[src/rtl/l4_slot_scheduler.sv]
// Four-slot buffer scheduler: round-robin grants of free slots to four writers,
// completion-ordered read queue and a single-reader offer/drain handshake.
module l4_slot_scheduler #(
    parameter int unsigned      SBITS    = 4,
    parameter logic [SBITS-1:0] ST_EMPTY = SBITS'(4'h0),
    parameter logic [SBITS-1:0] ST_ALLOC = SBITS'(4'h1),
    parameter logic [SBITS-1:0] ST_FULL  = SBITS'(4'h2),
    parameter logic [SBITS-1:0] ST_DRAIN = SBITS'(4'h3)
) (
    input  logic                  clk,
    input  logic                  resetn,
    input  logic                  flush,
    input  logic [3:0]            req,
    input  logic [3:0]            done_wr,
    output logic [3:0]            gnt,
    output logic [1:0]            gnt_slot,
    output logic                  rd_valid,
    output logic [1:0]            rd_slot,
    input  logic                  rd_ack,
    input  logic                  rd_done,
    output logic [4*SBITS-1:0]    slot_status,
    output logic [2:0]            free_count
);

    localparam int unsigned NW = 4;
    localparam int unsigned NS = 4;
    localparam int unsigned SW = 2;
    localparam int unsigned CW = 3;

    typedef enum logic [1:0] {R_IDLE, R_OFFER, R_BUSY} r_state_e;

    logic [SBITS-1:0] status_q [NS];
    logic [SBITS-1:0] status_d [NS];
    logic [NW-1:0]    own_vld_q, own_vld_d;
    logic [SW-1:0]    own_slot_q [NW];
    logic [SW-1:0]    own_slot_d [NW];
    logic [SW-1:0]    rq_mem_q [NS];
    logic [SW-1:0]    rq_mem_d [NS];
    logic [SW-1:0]    rq_head_q, rq_head_d;
    logic [CW-1:0]    rq_cnt_q, rq_cnt_d;
    r_state_e         r_state_q, r_state_d;
    logic [SW-1:0]    drain_slot_q, drain_slot_d;
    logic [SW-1:0]    rr_q, rr_d;
    logic [NW-1:0]    gnt_q, gnt_d;
    logic [SW-1:0]    gnt_slot_q, gnt_slot_d;
    logic             rd_valid_q, rd_valid_d;
    logic [SW-1:0]    rd_slot_q, rd_slot_d;
    logic [CW-1:0]    free_count_q, free_count_d;

    logic             any_empty_c;
    logic [SW-1:0]    empty_slot_c;
    logic             win_vld_c;
    logic [SW-1:0]    win_c;
    logic [SW-1:0]    cand_c;
    logic [SW-1:0]    wr_idx_c;

    // Lowest-index free slot, and round-robin winner starting at rr_q.
    always_comb begin
        any_empty_c  = 1'b0;
        empty_slot_c = '0;
        for (int s = NS - 1; s >= 0; s--) begin
            if (status_q[s] == ST_EMPTY) begin
                any_empty_c  = 1'b1;
                empty_slot_c = SW'(s);
            end
        end
        win_vld_c = 1'b0;
        win_c     = '0;
        cand_c    = '0;
        for (int k = NW - 1; k >= 0; k--) begin
            cand_c = rr_q + SW'(k);
            if (req[cand_c] && !own_vld_q[cand_c]) begin
                win_vld_c = 1'b1;
                win_c     = cand_c;
            end
        end
        win_vld_c = win_vld_c & any_empty_c;
    end

    // Slot status, ownership, read queue and read FSM next state.
    always_comb begin
        status_d     = status_q;
        own_vld_d    = own_vld_q;
        own_slot_d   = own_slot_q;
        rq_mem_d     = rq_mem_q;
        rq_head_d    = rq_head_q;
        rq_cnt_d     = rq_cnt_q;
        r_state_d    = r_state_q;
        drain_slot_d = drain_slot_q;
        rr_d         = rr_q;
        gnt_d        = '0;
        gnt_slot_d   = '0;
        wr_idx_c     = '0;

        if (flush) begin
            for (int s = 0; s < NS; s++) begin
                status_d[s] = ST_EMPTY;
            end
            own_vld_d = '0;
            rq_head_d = '0;
            rq_cnt_d  = '0;
            r_state_d = R_IDLE;
        end else begin
            if (win_vld_c) begin
                gnt_d[win_c]         = 1'b1;
                gnt_slot_d           = empty_slot_c;
                status_d[empty_slot_c] = ST_ALLOC;
                own_vld_d[win_c]     = 1'b1;
                own_slot_d[win_c]    = empty_slot_c;
                rr_d                 = win_c + SW'(1);
            end

            if (r_state_q == R_OFFER && rd_ack) begin
                status_d[rq_mem_q[rq_head_q]] = ST_DRAIN;
                drain_slot_d = rq_mem_q[rq_head_q];
                rq_head_d    = rq_head_q + SW'(1);
                rq_cnt_d     = rq_cnt_q - CW'(1);
                r_state_d    = R_BUSY;
            end else if (r_state_q == R_BUSY && rd_done) begin
                status_d[drain_slot_q] = ST_EMPTY;
                r_state_d = R_IDLE;
            end

            // Completions enter the queue in ascending writer order.
            for (int w = 0; w < NW; w++) begin
                if (done_wr[w] && own_vld_q[w]) begin
                    status_d[own_slot_q[w]] = ST_FULL;
                    own_vld_d[w]       = 1'b0;
                    wr_idx_c           = rq_head_d + rq_cnt_d[SW-1:0];
                    rq_mem_d[wr_idx_c] = own_slot_q[w];
                    rq_cnt_d           = rq_cnt_d + CW'(1);
                end
            end

            if (r_state_d == R_IDLE && rq_cnt_d != '0) begin
                r_state_d = R_OFFER;
            end
        end

        rd_valid_d   = (r_state_d == R_OFFER);
        rd_slot_d    = rq_mem_d[rq_head_d];
        free_count_d = '0;
        for (int s = 0; s < NS; s++) begin
            if (status_d[s] == ST_EMPTY) begin
                free_count_d = free_count_d + CW'(1);
            end
        end
    end

    always_ff @(posedge clk or negedge resetn) begin
        if (!resetn) begin
            for (int s = 0; s < NS; s++) begin
                status_q[s] <= ST_EMPTY;
                rq_mem_q[s] <= '0;
            end
            for (int w = 0; w < NW; w++) begin
                own_slot_q[w] <= '0;
            end
            own_vld_q    <= '0;
            rq_head_q    <= '0;
            rq_cnt_q     <= '0;
            r_state_q    <= R_IDLE;
            drain_slot_q <= '0;
            rr_q         <= '0;
            gnt_q        <= '0;
            gnt_slot_q   <= '0;
            rd_valid_q   <= 1'b0;
            rd_slot_q    <= '0;
            free_count_q <= CW'(NS);
        end else begin
            status_q     <= status_d;
            rq_mem_q     <= rq_mem_d;
            own_slot_q   <= own_slot_d;
            own_vld_q    <= own_vld_d;
            rq_head_q    <= rq_head_d;
            rq_cnt_q     <= rq_cnt_d;
            r_state_q    <= r_state_d;
            drain_slot_q <= drain_slot_d;
            rr_q         <= rr_d;
            gnt_q        <= gnt_d;
            gnt_slot_q   <= gnt_slot_d;
            rd_valid_q   <= rd_valid_d;
            rd_slot_q    <= rd_slot_d;
            free_count_q <= free_count_d;
        end
    end

    always_comb begin
        slot_status = '0;
        for (int s = 0; s < NS; s++) begin
            slot_status[s*SBITS +: SBITS] = status_q[s];
        end
    end

    assign gnt        = gnt_q;
    assign gnt_slot   = gnt_slot_q;
    assign rd_valid   = rd_valid_q;
    assign rd_slot    = rd_slot_q;
    assign free_count = free_count_q;

endmodule

[config.mk]
export PLATFORM = sky130hd
export DESIGN_NAME = l4_slot_scheduler
export DESIGN_NICKNAME = d
export VERILOG_FILES = /design/src/rtl/l4_slot_scheduler.sv
export SDC_FILE = /design/constraint.sdc
export NUM_CORES = 1
export LEC_CHECK = 0
export ABC_AREA = 1
export CORE_ASPECT_RATIO = 0.5
export CORE_MARGIN = 5
export CORE_UTILIZATION = 65
export CTS_BUF_LIST = sky130_fd_sc_hd__clkbuf_8
export DETAILED_ROUTE_END_ITERATION = 16
export GPL_ROUTABILITY_DRIVEN = 0
export GPL_TIMING_DRIVEN = 0
export HOLD_SLACK_MARGIN = 0.02
export PLACE_DENSITY = 0.85
export SLEW_MARGIN = 20
export SYNTH_ARGS = -nofsm -noshare
export SYNTH_HDL_FRONTEND = slang
export SYNTH_SLANG_ARGS = --single-unit
[constraint.sdc]
create_clock -name clk -period 6.4 [get_ports clk]
set_input_delay 0.96 -clock clk [delete_from_list [all_inputs] [get_ports clk]]
set_output_delay 0.96 -clock clk [all_outputs]
set_load 0.005 [all_outputs]
==> flow_summary_export.csv, run 1 <==
group,metric,value,unit
route,wl_per_cell,14.4,µm
global_routing,grt_pass1_wl,19500,µm
clock_network,clk_latency,360,ps
route,drc,0,
timing,tns,0,ps
placement,port_buffers,40,
power,vdd_drop_max,0.441,mV
setup_path,r2r_slack,2250,ps
yosys,ys_seq_elements,59,
power,powerDensity,503,nW/µm²
floorplanning,initial_core_util,69.0,%
placement,dp_hpwl,8810,µm
setup_path,crit_type,"input port to register",
yosys,synth_cell_type_count,33,
hold_path,hold_class,"input port to asynchronous set/reset pin",
setup_path,crit_arrival,5080,ps
placement,dp.cells,801,
timing,max_freq,206,MHz
yosys,netlist_area,4300,µm²
global_routing,grt_antenna_before_repair,0,
cells_and_area,final-seq-area,1480,µm²
timing,worst_pin_slew,765,ps
floorplanning,fp.dieArea,8430,µm²
cells_and_area,nNetsFinal,752,
timing,slew_headroom,48.5,%
yosys,synth_area_per_cell,6.39,µm²
clock_network,path_clk_slew,70,ps
clock_network,post_cts_buffers,0,
power,p_leak,2.78,nW
cells_and_area,layout_commonest_cell,"nand2_1",
clock_network,cts.repair.resized,0,
clock_network,htreeDepth,3,
run,drv_cap,0,
route,ant_nets,0,
cells_and_area,syn_to_final_growth,17.4,%
cells_and_area,nFillCells,447,
global_routing,grt_start_max_net_pins,33,
clock_network,cts.path.max_buffers,2,
floorplanning,rows,20,
timing,fin_crit_sh,75.9,%
global_routing,grt-ovfl-total,0,
route,avgViaCountPerCell,5.50,
status,status,"completed",
yosys,syn_nets,700,
floorplanning,core,6230,µm²
setup_path,ff2ff_path_depth,25,
timing,drv_slew,0,
clock_network,cts_tree,"done",
cells_and_area,diodes,0,
timing,clock_skew,10.6,ps
cells_and_area,layout_common_cells,"nand2_1 (238), inv_1 (96), nand3_1 (95), dfrtp_1 (58), nor2_1 (46)",
floorplanning,die_height,67.5,µm
yosys,syn_inst,672,
setup_path,end_kind,"register",
global_routing,grt_usage,29.5,%
setup_path,required,6620,ps
timing,hold_viol,0,
setup_path,cp_max_fo,10,
clock_network,postCtsHoldBufs,0,
route,vias,4490,
route,wl,11700,µm
route,drt-pass1-iter-count,6,
yosys,yosys_warnings,0,
setup_path,reg2reg_to,"r_state_q[0]",
cells_and_area,stdcell_count,817,
route,drt_iter0_drc,497,
setup_path,start_kind,"input port",
setup_path,reg2reg_from,"rq_cnt_q[0]",
floorplanning,pin_count,41,
cells_and_area,layout-drive-gt1-share,7.13,%
floorplanning,dieWidth,125,µm
cells_and_area,multiInputGateArea,2370,µm²
timing,rsz0062_at_grt,"false",
timing,min_period,4860,ps
yosys,synth-seq-area-share,34.4,%
timing,finalSetupViolations,0,
clock_network,cts_buffers,9,
clock_network,clock_sinks,59,
global_routing,grt_pass1_vias,4153,
clock_network,clock-root-buffer,"clkbuf_8",
[critical path, cell delays in order]
cell and delay [ps]:
clkdlybuf4s50_1 580, nand2_2 100, nor2_4 270, nand2_1 110, nand2_1 120, ha_1 260, nand2_1 90, nand2_1 80
ha_1 290, nand2_1 140, nand2_1 80, ha_1 280, or2_2 320, nand2_1 100, inv_1 50, ha_1 170
nand2_1 80, xor2_1 180, xor2_1 190, xor2_1 210, nand3_1 130, nand2_1 90, nand2_1 70, nand2_1 80
nor2_1 50
[layout make-up]
cell class,instances,area share [%]
Multi-Input combinational cell,496,47.1
Sequential cell,59,29.3
Timing Repair Buffer,41,8.29
Inverter,108,8.04
Clock buffer,10,2.73
Tap cell,88,2.18
Clock inverter,6,1.61
Buffer,9,0.794
[where the power goes]
part / internal (mW) / switching (mW) / total [mW]
clock network: 0.227 / 0.161 / 0.388
logic: 0.534 / 1.00 / 1.54
registers: 0.503 / 0.107 / 0.610
total: 1.26 / 1.27 / 2.54
[routing by layer]
metal,routed length (µm),up-vias,GRT usage [%]
met5,0,-,0
met4,178,0,8.51
met3,1150,22,6.00
met2,5280,201,49.1
met1,5120,2036,39.9
li1,-,2231,-
[cells by family (layout without fill, tap and decap cells)]
group | Yosys count | count (layout) | synth area share (%)
fa+ha+maj | 15 | 15 | 4.37
buf+inv | 117 | 174 | 10.4
compound gates | 35 | 35 | 4.11
flops | 59 | 59 | 34.4
xor+xnor | 8 | 8 | 1.81
simple gates | 438 | 438 | 45.0
[cells in the mapped netlist (all sizes together)]
cell / count / area, µm²
o21ai: 22 / 110
nand2: 245 / 947
inv: 106 / 398
buf: 4 / 21.3
nor4: 5 / 31.3
dfrtp: 58 / 1450
ha: 15 / 188
nor3b: 1 / 7.51
or2: 4 / 25.0
nand3: 101 / 536
clkinv: 2 / 7.51
xnor2: 3 / 26.3
nand2b: 2 / 12.5
xor2: 5 / 51.3
nor3: 18 / 90.1
nor2: 49 / 201
a21oi: 12 / 60.1
a31oi: 1 / 6.26
dfstp: 1 / 26.3
clkbuf: 5 / 18.8
and2: 2 / 12.5
nand4: 11 / 68.8
[worst max path at each step]
stage          startpoint            to  slack [ps]
2_1_floorplan      rd_ack  r_state_q[0]        2320
3_3_place_gp       rd_ack  r_state_q[0]        1380
3_5_place_dp       rd_ack  r_state_q[0]        1310
4_1_cts            rd_ack  r_state_q[0]        1600
5_1_grt            rd_ack  r_state_q[0]        1330
6_report           rd_ack  r_state_q[0]        1540
[state kept, by name, summed over array words and instances (netlist names), 2 cells and up]
register / count
gnt: 4
gnt_slot: 2
own_slot_q: 8
own_vld_q: 4
rr_q: 2
rq_mem_q: 8
rd_slot: 2
free_count: 3
rq_head_q: 2
slot_status: 16
drain_slot_q: 2
r_state_q: 2
rq_cnt_q: 3
[per-stage QoR]
step                      hold slack (ps)  utilization [%]  power (mW)  instance area, µm²  setup WS, ps
after detailed placement              500             77.4        2.11                4820          1310
final                                 521             80.9        2.54                5040          1540
after global routing                  545             80.9        2.80                5040          1330
after global placement                493             77.1        2.05                4810          1380
after floorplan                       471                -        1.70                4300          2320
after CTS                             519             80.9        2.51                5040          1600
Note: power is estimated with default switching activity, not from simulation.
==> run 2: changes to the inputs <==
--- a/config.mk
+++ b/config.mk
@@ -8,13 +8,13 @@
 export ABC_AREA = 1
 export CORE_ASPECT_RATIO = 0.5
 export CORE_MARGIN = 5
-export CORE_UTILIZATION = 65
+export CORE_UTILIZATION = 60
 export CTS_BUF_LIST = sky130_fd_sc_hd__clkbuf_8
 export DETAILED_ROUTE_END_ITERATION = 16
 export GPL_ROUTABILITY_DRIVEN = 0
 export GPL_TIMING_DRIVEN = 0
 export HOLD_SLACK_MARGIN = 0.02
-export PLACE_DENSITY = 0.85
+export PLACE_DENSITY = 0.79
 export SLEW_MARGIN = 20
 export SYNTH_ARGS = -nofsm -noshare
 export SYNTH_HDL_FRONTEND = slang
==> constraint.sdc (replaced) <==
create_clock -name clk -period 4.9 [get_ports clk]
set_input_delay 0.735 -clock clk [delete_from_list [all_inputs] [get_ports clk]]
set_output_delay 0.735 -clock clk [all_outputs]
set_load 0.005 [all_outputs]
==> run 2 against run 1 <==
Compared with the run above:
- power grew 29%
- via count shrank 0.78%
- sequential power grew 31%
- largest power group unchanged
==> flow_summary_export.csv, run 2 (synthesis results as in run 1) <==
group,metric,value,unit
floorplanning,initial_core_util,62.9,%
timing,min_period,4600,ps
global_routing,grt_pass1_vias,4104,
floorplanning,dieWidth,130,µm
global_routing,grt_start_max_net_pins,31,
clock_network,cts_tree,"done",
clock_network,htreeDepth,3,
timing,worst_pin_slew,720,ps
floorplanning,fp.dieArea,9060,µm²
route,avgViaCountPerCell,5.43,
setup_path,start_kind,"input port",
global_routing,grt_usage,27.2,%
cells_and_area,layout-drive-gt1-share,7.28,%
setup_path,crit_arrival,4830,ps
run,drv_cap,0,
timing,rsz0062_at_grt,"false",
floorplanning,die_height,69.8,µm
cells_and_area,syn_to_final_growth,17.1,%
clock_network,clock_sinks,59,
cells_and_area,largest_reg_flops,16,
clock_network,clk_latency,360,ps
route,drt-pass1-iter-count,6,
status,status,"completed",
route,ant_nets,0,
setup_path,end_kind,"register",
clock_network,postCtsHoldBufs,0,
timing,tns,0,ps
clock_network,cts.repair.resized,0,
timing,finalSetupViolations,0,
route,drc,0,
cells_and_area,nNetsFinal,752,
cells_and_area,layout_commonest_cell,"nand2_1",
timing,slew_headroom,51.6,%
global_routing,grt-ovfl-total,0,
power,p_leak,2.75,nW
setup_path,cp_max_fo,10,
setup_path,crit_type,"input port to register",
hold_path,hold_class,"input port to asynchronous set/reset pin",
cells_and_area,layout_common_cells,"nand2_1 (238), nand3_1 (95), inv_1 (94), dfrtp_1 (58), nor2_1 (46)",
timing,clock_skew,12.0,ps
route,vias,4455,
timing,drv_slew,0,
clock_network,post_cts_buffers,0,
route,wl_per_cell,14.3,µm
cells_and_area,diodes,0,
setup_path,required,5130,ps
placement,dp_hpwl,8980,µm
timing,fin_crit_sh,93.8,%
power,vdd_drop_max,0.435,mV
floorplanning,rows,21,
route,wl,11700,µm
timing,max_freq,218,MHz
floorplanning,pin_count,41,
floorplanning,core,6830,µm²
placement,pre_cts_slack,28.5,ps
route,drt_iter0_drc,407,
timing,setup_ws,303,ps
clock_network,cts.path.max_buffers,2,
clock_network,clock-root-buffer,"clkbuf_8",
placement,port_buffers,40,
power,powerDensity,648,nW/µm²
timing,hold_viol,0,
global_routing,grt_antenna_before_repair,0,
global_routing,grt_pass1_wl,19400,µm
clock_network,path_clk_slew,70,ps
clock_network,cts_buffers,9,
-- run 2: worst paths after layout --
path / endpoint / from / depth (start not counted) / slack (ps)
worst max-delay path: r_state_q[0] / rd_ack / 25 / 300
worst min-delay path: rq_mem_q[6] / resetn / 1 / 300
worst max register to register: r_state_q[0] / rq_cnt_q[0] / 25 / 750
worst min register to register: drain_slot_q[1] / drain_slot_q[1] / 2 / 510
max in group asynchronous: free_count[2] / resetn / 2 / 4030
min in group clk: drain_slot_q[1] / drain_slot_q[1] / 2 / 510
-- run 2: per-layer routing --
metal | up-vias | part of all wire, % | GRT usage [%]
li1 | 2230 | - | -
met5 | - | 0 | 0
met1 | 2025 | 46 | 38.4
met3 | 18 | 9.4 | 7.85
met2 | 182 | 43 | 41.2
met4 | 0 | 1.2 | 6.68
-- run 2: metrics by stage --
step	hold slack [ps]	instances	cell area (µm²)	total power, mW	utilization (%)
after floorplan	439	672	4300	2.22	-
after CTS	310	820	5030	3.24	73.6
after global routing	330	820	5030	3.61	73.6
final	304	820	5030	3.26	73.6
after global placement	495	804	4810	2.70	70.4
after detailed placement	497	805	4830	2.76	70.7
-- run 2: cell type report --
cell class              instances  area (µm²)
repair buffers                 41         418
plain buffers                   9        40.0
multi-input cells             496        2370
fillers                       587        1800
inverters                     108         405
clock buffers                  11         151
flip-flops and latches         59        1480
clock inverters                 4        50.0
well taps                      92         115
-- run 2: worst max-delay path: stages --
cell	delay [ps]
clkdlybuf4s50_1	580
nand2_2	100
nor2_4	250
nand2_1	130
nand2_1	140
ha_1	250
nand2_1	90
nand2_1	80
ha_1	290
nand2_1	130
nand2_1	70
ha_1	290
or2_2	320
nand2_1	100
inv_1	50
ha_1	160
nand2_1	90
xor2_1	190
xor2_1	180
xor2_1	220
nand3_1	120
nand2_1	80
nand2_1	50
nand2_1	70
nor2_1	50
-- run 2: power breakdown --
| part | leakage (nW) | internal, mW | switching [mW] |
|---|---|---|---|
| Clock | 0.0974 | 0.259 | 0.212 |
| Combinational | 1.88 | 0.697 | 1.29 |
| Sequential | 0.781 | 0.657 | 0.143 |
| Total | 2.75 | 1.61 | 1.65 |
==> run 3: changes to the inputs <==
--- a/config.mk
+++ b/config.mk
@@ -7,15 +7,16 @@
 export LEC_CHECK = 0
 export ABC_AREA = 1
 export CORE_ASPECT_RATIO = 0.5
-export CORE_MARGIN = 5
-export CORE_UTILIZATION = 60
+export CORE_MARGIN = 1
+export CORE_UTILIZATION = 65
 export CTS_BUF_LIST = sky130_fd_sc_hd__clkbuf_8
 export DETAILED_ROUTE_END_ITERATION = 16
 export GPL_ROUTABILITY_DRIVEN = 0
 export GPL_TIMING_DRIVEN = 0
 export HOLD_SLACK_MARGIN = 0.02
-export PLACE_DENSITY = 0.79
+export PLACE_DENSITY = 0.85
 export SLEW_MARGIN = 20
 export SYNTH_ARGS = -nofsm -noshare
 export SYNTH_HDL_FRONTEND = slang
 export SYNTH_SLANG_ARGS = --single-unit
+export TNS_END_PERCENT = 50
==> constraint.sdc (replaced) <==
create_clock -name clk -period 5.5 [get_ports clk]
set_input_delay 0.825 -clock clk [delete_from_list [all_inputs] [get_ports clk]]
set_output_delay 0.825 -clock clk [all_outputs]
set_load 0.005 [all_outputs]
==> run 3 against run 2 <==
Compared with the run above:
- clock power down 8.7%
- combinational power shrank 12%
- global-route usage is 8.7 points higher
- via count grew 0.38%
- register-to-register slack better by 660 ps
- power shrank 11%
- cell count fell by 0.37%
- count of clock-buffer cells in the layout up 1
- core utilization up 7.2 points
- largest power group unchanged
- sequential power fell by 11%
- clock skew shrank 1.1 ps
- critical path type unchanged
==> flow_summary_export.csv, run 3 (synthesis results as in run 1) <==
group,metric,value,unit
status,status,"completed",
clock_network,htreeDepth,3,
clock_network,path_clk_slew,80,ps
global_routing,grt_pass1_wl,18500,µm
setup_path,crit_arrival,4860,ps
clock_network,cts.repair.resized,0,
timing,rsz0062_at_grt,"false",
floorplanning,fp.dieArea,6960,µm²
power,p_leak,2.77,nW
power,powerDensity,577,nW/µm²
global_routing,grt-ovfl-total,0,
clock_network,postCtsHoldBufs,0,
timing,tns,0,ps
setup_path,crit_type,"input port to register",
clock_network,cts.path.max_buffers,2,
setup_path,crit_slowest_cell,"clkdlybuf4s50_1",
timing,fin_crit_sh,84.2,%
floorplanning,die_height,59.5,µm
hold_path,hold_class,"input port to asynchronous set/reset pin",
timing,drv_slew,0,
setup_path,max_stage_delay,590,ps
floorplanning,pin_count,41,
timing,min_period,4630,ps
timing,hold_viol,0,
timing,clock_skew,10.9,ps
clock_network,clock_sinks,59,
route,drt_iter0_drc,506,
floorplanning,core,6230,µm²
route,wl_per_cell,13.8,µm
cells_and_area,final-seq-area,1480,µm²
setup_path,start_kind,"input port",
timing,slew_headroom,55.8,%
cells_and_area,multiInputGateArea,2370,µm²
route,ant_nets,0,
cells_and_area,nNetsFinal,752,
floorplanning,rows,20,
cells_and_area,nFillCells,449,
global_routing,grt_start_max_net_pins,42,
run,drv_cap,0,
global_routing,grt_pass1_vias,4007,
setup_path,cp_common_cell,"nand2_1",
route,vias,4472,
cells_and_area,layout-drive-gt1-share,7.41,%
cells_and_area,syn_to_final_growth,17.2,%
cells_and_area,layout_commonest_cell,"nand2_1",
global_routing,grt_usage,35.9,%
setup_path,required,5730,ps
route,wl,11300,µm
route,avgViaCountPerCell,5.47,
cells_and_area,stdcell_count,817,
global_routing,grt_antenna_before_repair,0,
cells_and_area,largest_reg_flops,16,
clock_network,cts_buffers,9,
clock_network,cts_tree,"done",
cells_and_area,layout_common_cells,"nand2_1 (238), nand3_1 (95), inv_1 (94), dfrtp_1 (58), nor2_1 (46)",
floorplanning,dieWidth,117,µm
route,drc,0,
placement,dp_hpwl,8620,µm
placement,dp.cells,801,
setup_path,r2r_slack,1410,ps
clock_network,clock-root-buffer,"clkbuf_8",
placement,placed_cell_area,4820,µm²
power,vdd_drop_max,0.437,mV
clock_network,post_cts_buffers,0,
clock_network,clk_latency,360,ps
setup_path,cp_max_fo,10,
cells_and_area,diodes,0,
floorplanning,initial_core_util,69.0,%
timing,finalSetupViolations,0,
timing,max_freq,216,MHz
route,drt-pass1-iter-count,5,
timing,worst_pin_slew,656,ps
setup_path,end_kind,"register",
placement,port_buffers,40,
cells_and_area,finalInstanceArea,5040,µm²
-- run 3: final cells by class --
class,count,share of cell area (%)
Clock inverter,4,0.944
Multi-Input combinational cell,496,47.1
Clock buffer,12,3.28
Buffer,9,0.795
Timing Repair Buffer,41,8.30
Tap cell,88,2.19
Inverter,108,8.05
Sequential cell,59,29.3
-- run 3: final timing paths --
path                                  end  cells past startpoint            from
setup / recovery             r_state_q[0]                     25          rd_ack
hold / removal                gnt_slot[1]                      1          resetn
setup reg to reg             r_state_q[0]                     25     rq_cnt_q[0]
hold reg to reg            slot_status[2]                      2  slot_status[2]
max in group asynchronous   free_count[2]                      2          resetn
min in group clk           slot_status[2]                      2  slot_status[2]
-- run 3: per-stage QoR --
stage | power, mW | worst slack [ps] | hold slack [ps] | util [%]
CTS | 2.88 | 913 | 346 | 80.8
detailed placement | 2.44 | 571 | 510 | 77.4
finish | 2.91 | 870 | 350 | 80.8
global placement | 2.39 | 619 | 494 | 77.1
floorplan | 1.98 | 1560 | 471 | -
global route | 3.19 | 547 | 358 | 80.8
-- run 3: power by group --
part | internal (mW) | switching, mW
sequential | 0.585 | 0.127
clock | 0.245 | 0.185
combinational | 0.619 | 1.15
total | 1.45 | 1.46
-- run 3: worst max-delay path: cells and delay by family --
kind,cells,cell delay [ps]
fa+ha+maj,4,990
xor+xnor,3,580
buf+inv,2,640
simple gates,16,1840
-- run 3: metal layers --
metal	vias to the layer above	part of all wire, %	GRT usage (%)
li1	2229	-	-
met1	1996	44	48.1
met2	207	43	55.9
met3	40	10	9.71
met4	0	3.0	14.3
met5	-	0	0
